--- src/rtl/ram_arbiter.sv ---
// ram_arbiter: CPU / program-loader arbiter for a single-port RAM, fixed 3-cycle access.
// Define ARB_ROUND_ROBIN_EN for alternating grants on contention; default is fixed CPU priority.
module ram_arbiter #(
   parameter int unsigned ADDR_W = 8,
   parameter int unsigned DATA_W = 8
) (
   input  logic              clk,
   input  logic              reset,
   input  logic              cpu_req,
   input  logic              cpu_we,
   input  logic [ADDR_W-1:0] cpu_addr,
   input  logic [DATA_W-1:0] cpu_wdata,
   output logic              cpu_ack,
   input  logic              ld_req,
   input  logic              ld_we,
   input  logic [ADDR_W-1:0] ld_addr,
   input  logic [DATA_W-1:0] ld_wdata,
   output logic              ld_ack,
   output logic [DATA_W-1:0] rd_data,
   output logic [ADDR_W-1:0] ram_addr,
   output logic [DATA_W-1:0] ram_wdata,
   input  logic [DATA_W-1:0] ram_rdata,
   output logic              ram_enable_read,
   output logic              ram_enable_write,
   output logic              busy,
   output logic              last_owner
);

   typedef enum logic [1:0] {
      IDLE   = 2'd0,
      ACCESS = 2'd1,
      DONE   = 2'd2
   } state_t;

   state_t state;
   logic   owner_ld;
   logic   owner_we;

   logic              grant_ld_c;
   logic              win_we_c;
   logic [ADDR_W-1:0] win_addr_c;
   logic [DATA_W-1:0] win_wdata_c;

   // Winner selection; only meaningful when at least one request is high.
   always_comb begin
`ifdef ARB_ROUND_ROBIN_EN
      grant_ld_c  = ld_req & (~cpu_req | ~last_owner);
`else
      grant_ld_c  = ld_req & ~cpu_req;
`endif
      win_we_c    = grant_ld_c ? ld_we    : cpu_we;
      win_addr_c  = grant_ld_c ? ld_addr  : cpu_addr;
      win_wdata_c = grant_ld_c ? ld_wdata : cpu_wdata;
   end

   // ram_addr/ram_wdata double as the owner slot and hold between accesses.
   always_ff @(posedge clk or posedge reset) begin
      if (reset) begin
         state            <= IDLE;
         owner_ld         <= 1'b0;
         owner_we         <= 1'b0;
         last_owner       <= 1'b1;
         cpu_ack          <= 1'b0;
         ld_ack           <= 1'b0;
         busy             <= 1'b0;
         rd_data          <= '0;
         ram_addr         <= '0;
         ram_wdata        <= '0;
         ram_enable_read  <= 1'b0;
         ram_enable_write <= 1'b0;
      end else begin
         case (state)
            IDLE: begin
               if (cpu_req || ld_req) begin
                  state            <= ACCESS;
                  busy             <= 1'b1;
                  owner_ld         <= grant_ld_c;
                  owner_we         <= win_we_c;
                  last_owner       <= grant_ld_c;
                  ram_addr         <= win_addr_c;
                  ram_wdata        <= win_wdata_c;
                  ram_enable_write <= win_we_c;
                  ram_enable_read  <= ~win_we_c;
               end
            end
            ACCESS: begin
               state            <= DONE;
               ram_enable_read  <= 1'b0;
               ram_enable_write <= 1'b0;
               if (!owner_we) rd_data <= ram_rdata;
               cpu_ack          <= ~owner_ld;
               ld_ack           <= owner_ld;
            end
            DONE: begin
               state   <= IDLE;
               cpu_ack <= 1'b0;
               ld_ack  <= 1'b0;
               busy    <= 1'b0;
            end
            default: state <= IDLE;
         endcase
      end
   end

endmodule

--- config.mk ---
export PLATFORM = sky130hd
export DESIGN_NAME = ram_arbiter
export DESIGN_NICKNAME = d
export VERILOG_FILES = /design/src/rtl/ram_arbiter.sv
export SDC_FILE = /design/constraint.sdc
export NUM_CORES = 1
export LEC_CHECK = 0
export ABC_CLOCK_PERIOD_IN_PS = 1550
export BUFFER_PORTS_ARGS = -buffer_cell sky130_fd_sc_hd__buf_2
export CAP_MARGIN = 20
export CORE_ASPECT_RATIO = 1.25
export CORE_MARGIN = 2
export CORE_UTILIZATION = 43
export CTS_BUF_LIST = sky130_fd_sc_hd__clkbuf_4 sky130_fd_sc_hd__clkbuf_8
export DETAILED_ROUTE_END_ITERATION = 6
export PLACE_DENSITY = 0.79
export SETUP_SLACK_MARGIN = 0.05
export SLEW_MARGIN = 20
export SYNTH_ARGS = -nofsm -noshare
export SYNTH_HDL_FRONTEND = slang
export SYNTH_SLANG_ARGS = --single-unit
--- constraint.sdc ---
create_clock -name clk -period 1.55 [get_ports clk]
set_input_delay 0.31 -clock clk [delete_from_list [all_inputs] [get_ports clk]]
set_output_delay 0.31 -clock clk [all_outputs]
set_load 0.1 [all_outputs]
==> reports/metrics.yaml <==
sta:
  tns_ns: 0
  min_period_ns: 1.46
  setup-violations-final: 0
  finalHoldViolCount: 0
  max_slew_margin_pct: 66.8
  finalMaxSlewViolations: 0
  fin_worst_skew_ns: 0.00515
  finalCritPeriodShare_pct: 94.0
  fmax_mhz: 686
  rsz0062_at_grt: "false"
  worstMarginPinSlew_ns: 0.501
finish:
  n_antenna_cell: 0
  nNetsFinal: 271
  finalInstanceArea_um2: 2160
  syn_to_final_growth_pct: 39.0
  fin_util_pct: 62.0
  drive_gt1_share_pct: 49.8
synth:
  seq_area_frac_synth_pct: 54.8
  yosysMostFrequentCell: "dfrtp_1"
  syn_area_um2: 1550
  ys_seq_elements: 34
  yosysTopAreaCell: "dfrtp_1"
  synth_area_per_cell_um2: 11.5
  synth_edf_count: 0
  synth_top_area_share_pct: 53.1
  synth.net_count: 186
  ys_types: 25
  async_flop_share_pct: 100
  dominantRegCellSynth: "dfrtp_1"
  syn_inst: 135
  ys_top_cells_by_area: "dfrtp_1 53%, mux2i_1 11%, mux2_2 6.5%, nand2_1 4.8%, ha_1 4.0%"
  ys_warn_count: 0
  ys_top_cells_by_count: "33 x dfrtp_1, 20 x nand2_1, 17 x mux2i_1"
hold_path:
  hp-class: "in -> async"
clock_tree:
  clock_sinks: 34
  clockBufferDepth: 2
  cts_max_level: 2
  cts-buffers-inserted: 5
  clock_latency_ns: 0.28
  clk_pin_slew_ns: 0.07
  root_buffer: "clkbuf_8"
  cts_tree: "built"
grt:
  grt_pass1_wl_um: 5400
  overflow: 0
  grt_pass1_vias: 1272
  track_usage_pct: 17.7
  grt_max_degree: 36
  antenna_found_initial: 0
routing:
  vias: 1296
  totalWireLength_um: 3380
  drt_first_pass_iters: 4
  drc: 0
  via_per_inst: 4.98
  wl_per_cell_um: 13.0
  ant_nets: 0
  first_iter_violations: 22
setup_path:
  worst_setup_path_end_kind: "register"
  cp_top_family: "flip-flops"
  startpoint_type: "register"
  path_cells: "inv_2, ha_2, nor2b_4, buf_6, mux2_2"
  crit_required_ns: 1.71
  cp_max_fo: 8
  worst_path_max_delay_cell: "dfrtp_1"
  setup.worst_path.class: "reg -> reg"
  crit_buf_inv: 2
  critical_path_arrival_ns: 1.62
  cpPeakStageDelay_ns: 0.42
place:
  dpl_cell_area_um2: 2020
  gp_congestion: 0.722
  place_hpwl_um: 2620
  port-buffer-count: 75
die:
  die_w_um: 57.8
  row_count: 24
  fp.dieH_um: 71.2
  core_um2: 3480
  dieArea_um2: 4110
  ios: 76
  start_util_pct: 44.6
run:
  cap_viol_max_count: 0
run_status:
  status: "finished clean"
==> sequential cells by signal, indices dropped and copies added, names as in the netlist <==
name              cells
cpu_ack               1
busy                  1
ram_addr              8
ram_wdata             8
rd_data               8
owner_we              1
ld_ack                1
state                 2
last_owner            1
ram_enable_write      1
owner_ld              1
ram_enable_read       1
==> final timing paths <==
kind / from / end / slack, ns / depth (start not counted)
worst max register to register: state[1] / rd_data[4] / 0.09 / 5
max in group asynchronous: reset / last_owner / 1.20 / 3
worst min register to register: ram_addr[3] / ram_addr[3] / 0.48 / 2
worst min-delay path: reset / rd_data[7] / 0.03 / 3
worst max-delay path: state[1] / rd_data[4] / 0.09 / 5
min in group clk: cpu_req / last_owner / 0.26 / 2
==> cells in the final DEF (no fill, tap or decap) <==
master / instances
clkinv_2: 1
or3b_1: 1
clkbuf_8: 6
mux2i_1: 17
a21oi_1: 4
o21ai_0: 12
buf_2: 74
mux2_2: 9
buf_6: 1
o21ai_1: 10
o31ai_1: 1
nor3b_2: 1
inv_2: 1
clkbuf_4: 1
ha_2: 1
nand2_1: 20
o21ai_2: 1
inv_1: 3
ha_1: 3
nand2b_1: 1
dfstp_2: 1
nor2b_4: 1
buf_12: 3
a21bo_1: 1
nor2_1: 4
o31ai_2: 1
o22ai_1: 1
dfrtp_1: 33
buf_4: 7
ha_4: 1
==> worst reg2reg max path: cells and delay by family, from the launching register on <==
family	cells	cell delay [ns]
buffers and inverters	2	0.25
adders and majority gates	1	0.19
muxes	1	0.34
DFF	1	0.42
and+or+nand+nor	1	0.14
==> metal layers <==
| metal | GRT usage (%) | vias to the layer above | share of wire (%) |
|---|---|---|---|
| met3 | 6.68 | 8 | 5.1 |
| met2 | 32.3 | 40 | 58 |
| met4 | 9.04 | 0 | 2.5 |
| met1 | 16.8 | 616 | 34 |
| li1 | - | 632 | - |
| met5 | 0 | - | 0 |
==> timing repair <==
item / in CTS / in global routing
gates resized for setup: 3 / 4
setup buffers: 0 / 2
hold buffers: 0 / 0
setup endpoints to repair: 10 / 10
==> metrics by stage <==
| step | hold slack, ns | cells | worst slack, ns |
|---|---|---|---|
| after floorplan | 0.361 | 135 | 0.0830 |
| after global placement | 0.326 | 250 | 0.0229 |
| after detailed placement | 0.333 | 250 | -0.0397 |
| after CTS | 0.0248 | 258 | 0.0844 |
| after global routing | 0.0377 | 260 | 0.0527 |
| final | 0.0271 | 260 | 0.0933 |
==> cell families after synthesis <==
kind of cell | Yosys count | synth area share, %
compound gates | 31 | 11.3
fa+ha+maj | 5 | 4.03
simple gates | 28 | 7.65
buf+inv | 11 | 4.75
flops | 34 | 54.8
mux | 26 | 17.5
==> cell type report <==
cell class / count / area [µm²]
well taps: 39 / 48.8
fillers: 293 / 1320
clock inverters: 1 / 5.00
inverters: 4 / 15.0
clock buffers: 7 / 90.1
repair buffers: 85 / 494
multi-input cells: 90 / 656
flip-flops and latches: 34 / 852
Power is not shown: default switching activity piles up to over one toggle a cycle in this logic, so the estimate is an artifact.
